==> src/rtl/ps2_pkg.sv <==
// Shared PS/2 definitions: host-transmit FSM states, common command bytes and default timings.
package ps2_pkg;

  typedef enum logic [2:0] {
    StIdle,
    StInhibit,
    StReq,
    StShift,
    StAck,
    StWaitIdle
  } ps2_state_e;

  localparam logic [7:0] PS2_CMD_SET_LEDS = 8'hED;
  localparam logic [7:0] PS2_CMD_RESET    = 8'hFF;
  localparam logic [7:0] PS2_ACK_BYTE     = 8'hFA;

  // 120 us inhibit and 15 ms inter-edge timeout at 50 MHz
  localparam int unsigned DEFAULT_INHIBIT_CYCLES = 6000;
  localparam int unsigned DEFAULT_TIMEOUT_CYCLES = 750000;

  function automatic logic odd_parity(input logic [7:0] d);
    return ~^d;
  endfunction

endpackage

==> src/rtl/ps2_line_sync.sv <==
// Two-flop synchronizer plus falling-edge detect for one PS/2 line.
// Define PS2_HOST_TX_FILTER_EN to insert an 8-sample stability filter before edge detection.
module ps2_line_sync (
  input  logic clk,
  input  logic resetn,
  input  logic pad_i,
  output logic level_o,
  output logic fall_o
);

  logic meta_q, sync_q, prev_q;

  // Lines idle high, so the chain resets to 1 to avoid a phantom edge after reset
  always_ff @(posedge clk) begin
    if (!resetn) begin
      meta_q <= 1'b1;
      sync_q <= 1'b1;
    end else begin
      meta_q <= pad_i;
      sync_q <= meta_q;
    end
  end

`ifdef PS2_HOST_TX_FILTER_EN
  logic [7:0] hist_q;
  logic       filt_q;

  // Level only moves once all eight recent samples agree
  always_ff @(posedge clk) begin
    if (!resetn) begin
      hist_q <= 8'hFF;
      filt_q <= 1'b1;
    end else begin
      hist_q <= {hist_q[6:0], sync_q};
      if (&hist_q) begin
        filt_q <= 1'b1;
      end else if (~|hist_q) begin
        filt_q <= 1'b0;
      end
    end
  end

  assign level_o = filt_q;
`else
  assign level_o = sync_q;
`endif

  always_ff @(posedge clk) begin
    if (!resetn) begin
      prev_q <= 1'b1;
    end else begin
      prev_q <= level_o;
    end
  end

  assign fall_o = prev_q & ~level_o;

endmodule

==> src/rtl/ps2_host_tx.sv <==
// PS/2 host-to-device transmitter: inhibits the clock, requests to send, then shifts one
// command byte out on device clock falls and checks the device acknowledge.
module ps2_host_tx
  import ps2_pkg::*;
#(
  parameter int unsigned INHIBIT_CYCLES = DEFAULT_INHIBIT_CYCLES,
  parameter int unsigned TIMEOUT_CYCLES = DEFAULT_TIMEOUT_CYCLES
) (
  input  logic       clk,
  input  logic       resetn,
  input  logic       cmd_valid,
  input  logic [7:0] cmd_data,
  output logic       cmd_ready,
  input  logic       ps2_clk_in,
  input  logic       ps2_dat_in,
  output logic       ps2_clk_oe,
  output logic       ps2_dat_oe,
  output logic       busy,
  output logic       tx_done,
  output logic       tx_error
);

  localparam int unsigned InhW = $clog2(INHIBIT_CYCLES + 1);
  localparam int unsigned ToW  = $clog2(TIMEOUT_CYCLES + 1);

  localparam logic [InhW-1:0] InhLast = InhW'(INHIBIT_CYCLES - 1);
  localparam logic [ToW-1:0]  ToLast  = ToW'(TIMEOUT_CYCLES - 1);

  ps2_state_e     state_q, state_d;
  logic [InhW-1:0] inh_q, inh_d;
  logic [ToW-1:0]  to_q, to_d;
  logic [3:0]      idx_q, idx_d;
  logic [7:0]      data_q, data_d;
  logic            par_q, par_d;
  logic            bit_q, bit_d;
  logic            done_q, done_d;
  logic            err_q, err_d;

  logic clk_level, clk_fall;
  logic dat_level, unused_dat_fall;
  logic to_hit;

  ps2_line_sync u_clk_sync (
    .clk     (clk),
    .resetn  (resetn),
    .pad_i   (ps2_clk_in),
    .level_o (clk_level),
    .fall_o  (clk_fall)
  );

  ps2_line_sync u_dat_sync (
    .clk     (clk),
    .resetn  (resetn),
    .pad_i   (ps2_dat_in),
    .level_o (dat_level),
    .fall_o  (unused_dat_fall)
  );

  assign to_hit = (to_q == ToLast);

  always_ff @(posedge clk) begin
    if (!resetn) begin
      state_q <= StIdle;
      inh_q   <= '0;
      to_q    <= '0;
      idx_q   <= '0;
      data_q  <= '0;
      par_q   <= 1'b0;
      bit_q   <= 1'b0;
      done_q  <= 1'b0;
      err_q   <= 1'b0;
    end else begin
      state_q <= state_d;
      inh_q   <= inh_d;
      to_q    <= to_d;
      idx_q   <= idx_d;
      data_q  <= data_d;
      par_q   <= par_d;
      bit_q   <= bit_d;
      done_q  <= done_d;
      err_q   <= err_d;
    end
  end

  always_comb begin
    state_d = state_q;
    inh_d   = inh_q;
    to_d    = to_q;
    idx_d   = idx_q;
    data_d  = data_q;
    par_d   = par_q;
    bit_d   = bit_q;
    done_d  = 1'b0;
    err_d   = 1'b0;

    unique case (state_q)
      StIdle: begin
        bit_d = 1'b0;
        if (cmd_valid) begin
          data_d  = cmd_data;
          par_d   = odd_parity(cmd_data);
          idx_d   = '0;
          inh_d   = '0;
          state_d = StInhibit;
        end
      end

      StInhibit: begin
        if (inh_q == InhLast) begin
          state_d = StReq;
        end else begin
          inh_d = inh_q + InhW'(1);
        end
      end

      StReq: begin
        // Start bit keeps data low until the device's first falling edge
        bit_d   = 1'b1;
        to_d    = '0;
        state_d = StShift;
      end

      StShift: begin
        if (clk_fall) begin
          to_d  = '0;
          idx_d = idx_q + 4'd1;
          if (idx_q < 4'd8) begin
            bit_d = ~data_q[idx_q[2:0]];
          end else if (idx_q == 4'd8) begin
            bit_d = ~par_q;
          end else begin
            bit_d   = 1'b0;
            state_d = StAck;
          end
        end else if (to_hit) begin
          bit_d   = 1'b0;
          err_d   = 1'b1;
          state_d = StIdle;
        end else begin
          to_d = to_q + ToW'(1);
        end
      end

      StAck: begin
        if (clk_fall) begin
          to_d = '0;
          if (!dat_level) begin
            state_d = StWaitIdle;
          end else begin
            err_d   = 1'b1;
            state_d = StIdle;
          end
        end else if (to_hit) begin
          err_d   = 1'b1;
          state_d = StIdle;
        end else begin
          to_d = to_q + ToW'(1);
        end
      end

      StWaitIdle: begin
        if (clk_level && dat_level) begin
          done_d  = 1'b1;
          state_d = StIdle;
        end else if (clk_fall) begin
          to_d = '0;
        end else if (to_hit) begin
          err_d   = 1'b1;
          state_d = StIdle;
        end else begin
          to_d = to_q + ToW'(1);
        end
      end

      default: begin
        bit_d   = 1'b0;
        state_d = StIdle;
      end
    endcase
  end

  assign cmd_ready  = (state_q == StIdle);
  assign busy       = (state_q != StIdle);
  assign ps2_clk_oe = (state_q == StInhibit) || (state_q == StReq);
  assign ps2_dat_oe = (state_q == StReq) || ((state_q == StShift) && bit_q);
  assign tx_done    = done_q;
  assign tx_error   = err_q;

endmodule

==> config.mk <==
export PLATFORM = sky130hd
export DESIGN_NAME = ps2_host_tx
export DESIGN_NICKNAME = d
export VERILOG_FILES = /design/src/rtl/ps2_pkg.sv /design/src/rtl/ps2_line_sync.sv /design/src/rtl/ps2_host_tx.sv
export SDC_FILE = /design/constraint.sdc
export NUM_CORES = 1
export LEC_CHECK = 0
export ABC_AREA = 1
export CAP_MARGIN = 20
export CORE_UTILIZATION = 45
export DETAILED_ROUTE_END_ITERATION = 10
export PLACE_DENSITY_LB_ADDON = 0.05
export SLEW_MARGIN = 20
export SYNTH_ARGS = -nofsm -noshare
export SYNTH_HDL_FRONTEND = slang
export SYNTH_SLANG_ARGS = --single-unit
==> constraint.sdc <==
create_clock -name clk -period 2 [get_ports clk]
set_clock_uncertainty 0.05 [all_clocks]
set_input_delay 0.6 -clock clk [delete_from_list [all_inputs] [get_ports clk]]
set_output_delay 0.6 -clock clk [all_outputs]
set_load 0.1 [all_outputs]
==> impl.org <==
** Detailed routing
- For this run, the detailed router's first-pass iteration total came to 4.
- Met3 wire length :: 214 um
- In the final routed layout, each cell accounts on average for 12.00 um.
- Top layer reached by signal wires :: met4
- Number of DRC violations after detailed routing :: 0
- After detailed routing, the met2 layer carries 3830 um of wire.
- Detailed-route via count :: 3171
- Wire length on met1 :: 3491 um
- The first routing iteration left 110 violations.
- Dividing the detail-routed via count by the number of cells gives 4.947.
- DRT antenna net count :: 0
- Post-detailed-routing wire length :: 7690 um

** Finish
- The filler cells instantiated in the layout total 681.
- Area Growth Syn to Fin :: 21.15%
- Summing all non-filler instances in the final layout gives an area of 3941 sq um.
- The repair_antennas step left the layout with diodes totalling 0.
- Leaving out filler cells and counting taps, the final layout contains 641.
- Fraction of final layout cells with drive strength greater than 1 :: 0.1523
- Net total in the final layout :: 559

** Setup path
- Delay contributed by the slowest stage of the critical path :: 0.36 ns
- Worst endpoint data arrival time :: 1.28 ns
- Chain of cells forming the critical path :: inv_2 -> nand2_2 -> nor2_4 -> inv_2 -> buf_12
- STA classifies the critical path startpoint as a register.
- Top fanout value on the critical path :: 4
- Critical path start-end classification :: register to output pin
- R2R Setup Slk :: 0.21 ns
- Data on the critical path is required at its endpoint by 1.35 ns.
- STA classifies the critical path endpoint as an output pin.
- Cell count of the worst reg-to-reg path :: 9
- FF-to-FF Start :: to_q[0]
- The slowest stage of the critical path belongs to the cell sky130_fd_sc_hd__dfxtp_2.
- Most common cell on crit path :: sky130_fd_sc_hd__inv_2
- The worst register-to-register path ends at to_q[6].

** Die
- The core region is 6907 sq um.
- I/O Pins :: 19
- Total number of placement rows :: 30
- Overall die area :: 7573 sq um
- From left edge to right edge, the die measures 87.03 um.
- Initial cell density of the core :: 0.4710
- Die Ht :: 87.03 um

** Power
- Total Power Consumption :: 3296 uW
- VDD IR-drop max :: 1.189 mV
- The analysis attributes to cell leakage a power of 0.001544 uW.
- For this design the ratio of total power to cell area is 836.2 nW/um^2.

** Clock network
- For this design, the sink count on the clock tree is 57.
- Clock Path Buffers :: 2
- The clock reaches the later pin of the worst-skew pair after 0.33 ns.
- Clk slew on worst S/H paths :: 0.06 ns
- TritonCTS built the clock tree.
- H-tree depth reported by CTS :: 3
- The tree is rooted in a sky130_fd_sc_hd__clkbuf_8.
- TritonCTS Buffers :: 9

** Yosys
- Most area-consuming cells after synthesis :: sky130_fd_sc_hd__dfxtp_1 35%, sky130_fd_sc_hd__nand2_1 14%, sky130_fd_sc_hd__a21oi_1 7.5%
- Number of warnings reported in the yosys synthesis log :: 0
- Count leader, synth :: sky130_fd_sc_hd__nand2_1
- Among all flip-flop cells after synthesis, the most frequent one is sky130_fd_sc_hd__dfxtp_1.
- In this run, synthesis inferred 0 flip-flops with an integrated enable.
- The number of different library cells used by synthesis comes to 33.
- The share of synthesized area in the top cell type comes to 0.3508.
- Dividing the synthesized area by the synthesized cell count gives 6.506 sq um.
- The cell count after synthesis came out at 500.
- For this run, asynchronously set or reset flops after synthesis account for 0.
- Leading post-synthesis cells by instance count :: 122 x sky130_fd_sc_hd__nand2_1, 64 x sky130_fd_sc_hd__nor2_1, 61 x sky130_fd_sc_hd__inv_1, 57 x sky130_fd_sc_hd__dfxtp_1, 49 x sky130_fd_sc_hd__a21oi_1
- Post-synthesis sequential area ratio :: 0.3508
- The synthesized design contains 57 register bits.
- Cell taking the most area after synthesis :: sky130_fd_sc_hd__dfxtp_1
- Area of the mapped netlist :: 3253 sq um
- Synthesized Nets :: 517

** Status
- The run finished with clean final reports.

** Global route
- Initial antenna violation count :: 0
- The number of global-route vias before repair is 3151.
- Total global-route track usage :: 0.2284
- Global-route wire length before repair :: 13540 um
- Overflow left after global routing :: 0
- Entering global routing, the biggest net connects 29 pins.

** STA
- Final cycle utilization of the critical path :: 0.9642
- Setup repair after global routing left no endpoint under its margin.
- The final count of hold timing violations was 0.
- Derived from the worst setup path, the maximum achievable clock frequency is 518.6 MHz.
- The final max-slew violation count was 0.
- Smallest hold slack :: 0.3597 ns
- Worst Tran Pin Value :: 0.4018 ns
- Adding up every negative setup slack in the final design gives 0 ns.
- Setup violations remaining at the end of the flow were counted as 0.
- The worst pin sits at a relative slew slack of 0.7301.
- Final critical-path required period :: 1.928 ns

** Hold path
- In this run the worst hold path is classified as register to register.
- Hold wc startpoint :: u_clk_sync.meta_q
- The worst hold path terminates at u_clk_sync.level_o.
- Hold path depth :: 1

** Placed design
- Buffers placed on the I/O ports in this run total 18.
- Including well taps, the total number of placed cells is 624.
- The congestion estimate from routability-driven global placement came to 0.9495.
- After detailed placement, the total cell area comes to 3722 sq um.
- Hpwl dp :: 5789 um

** Job
- Max-capacitance violation count :: 0
## worst max-delay path, delay by kind of cell (launching register included)
kind | cells | cell delay [ns]
DFF | 1 | 0.36
buffers and inverters | 3 | 0.35
and+or+nand+nor | 2 | 0.24
## how the worst max path moves through the flow
stage	start	to	slack, ns	depth (start not counted)
after floorplan	state_q[0]	state_q[0]	-0.40	9
after global placement	cmd_valid	inh_q[2]	0.08	6
after detailed placement	cmd_valid	inh_q[2]	0.06	6
after CTS	state_q[1]	ps2_clk_oe	0.002	7
after global routing	to_q[5]	to_q[18]	0.002	10
final	state_q[2]	busy	0.07	5
## cell type report
| class | instances | area [sq um] | share of cell area |
|---|---|---|---|
| Tap cell | 96 | 120.1 | 0.03048 |
| Sequential cell | 57 | 1147 | 0.2911 |
| Clock buffer | 14 | 162.7 | 0.04127 |
| Multi-Input combinational cell | 369 | 1853 | 0.4702 |
| Timing Repair Buffer | 39 | 410.4 | 0.1041 |
| Inverter | 66 | 247.7 | 0.06286 |
## report_power, final
group | switching, uW | internal [uW] | total (uW)
Combinational | 716 | 394 | 1110
Sequential | 50.0 | 1210 | 1260
Clock | 420 | 505 | 925
## kinds of logic after synthesis
group	count (synthesis)	synth area share
compound gates	76	0.1246
xor+xnor	11	0.02961
fa+ha+maj	4	0.01539
buf+inv	74	0.09346
flops	57	0.3508
simple gates	278	0.3862
## per-stage QoR
step	utilization	setup WS, ns
6_report	0.5707	0.07163
5_1_grt	0.5707	0.001893
4_1_cts	0.5661	0.002472
3_5_place_dp	0.5389	0.06050
3_3_place_gp	0.5389	0.08324
2_1_floorplan	-	-0.3984
## what timing repair did
item / 4_1_cts / 5_1_grt
setup endpoints to repair: 2 / 2
hold buffers: 0 / 0
pin swaps: 2 / 1
resized for setup: 8 / 8
setup buffers: 2 / 1
## layout by cell type (no fill, tap or decap), types with 7 or more instances in the layout
cell type	count
sky130_fd_sc_hd__nand3_1	39
sky130_fd_sc_hd__nor2_4	7
sky130_fd_sc_hd__nand4_1	16
sky130_fd_sc_hd__buf_12	7
sky130_fd_sc_hd__nand2_2	9
sky130_fd_sc_hd__inv_2	8
sky130_fd_sc_hd__a21oi_1	49
sky130_fd_sc_hd__nor3_1	10
sky130_fd_sc_hd__inv_1	56
sky130_fd_sc_hd__clkbuf_8	11
sky130_fd_sc_hd__clkdlybuf4s50_1	12
sky130_fd_sc_hd__buf_4	20
sky130_fd_sc_hd__o21ai_0	19
sky130_fd_sc_hd__nor2_1	61
sky130_fd_sc_hd__dfxtp_1	54
sky130_fd_sc_hd__nand2_1	119
## state kept, by name, indices dropped and copies added (netlist names), 3 cells and up
register,flops
state_q,3
idx_q,4
to_q,20
data_q,8
inh_q,13
## routing by layer
metal	vias up	GRT usage
met4	0	0.09091
met3	13	0.05213
met1	1419	0.2561
met2	44	0.4159
met5	-	0
li1	1695	-
Note: power is estimated with default switching activity, not from simulation.
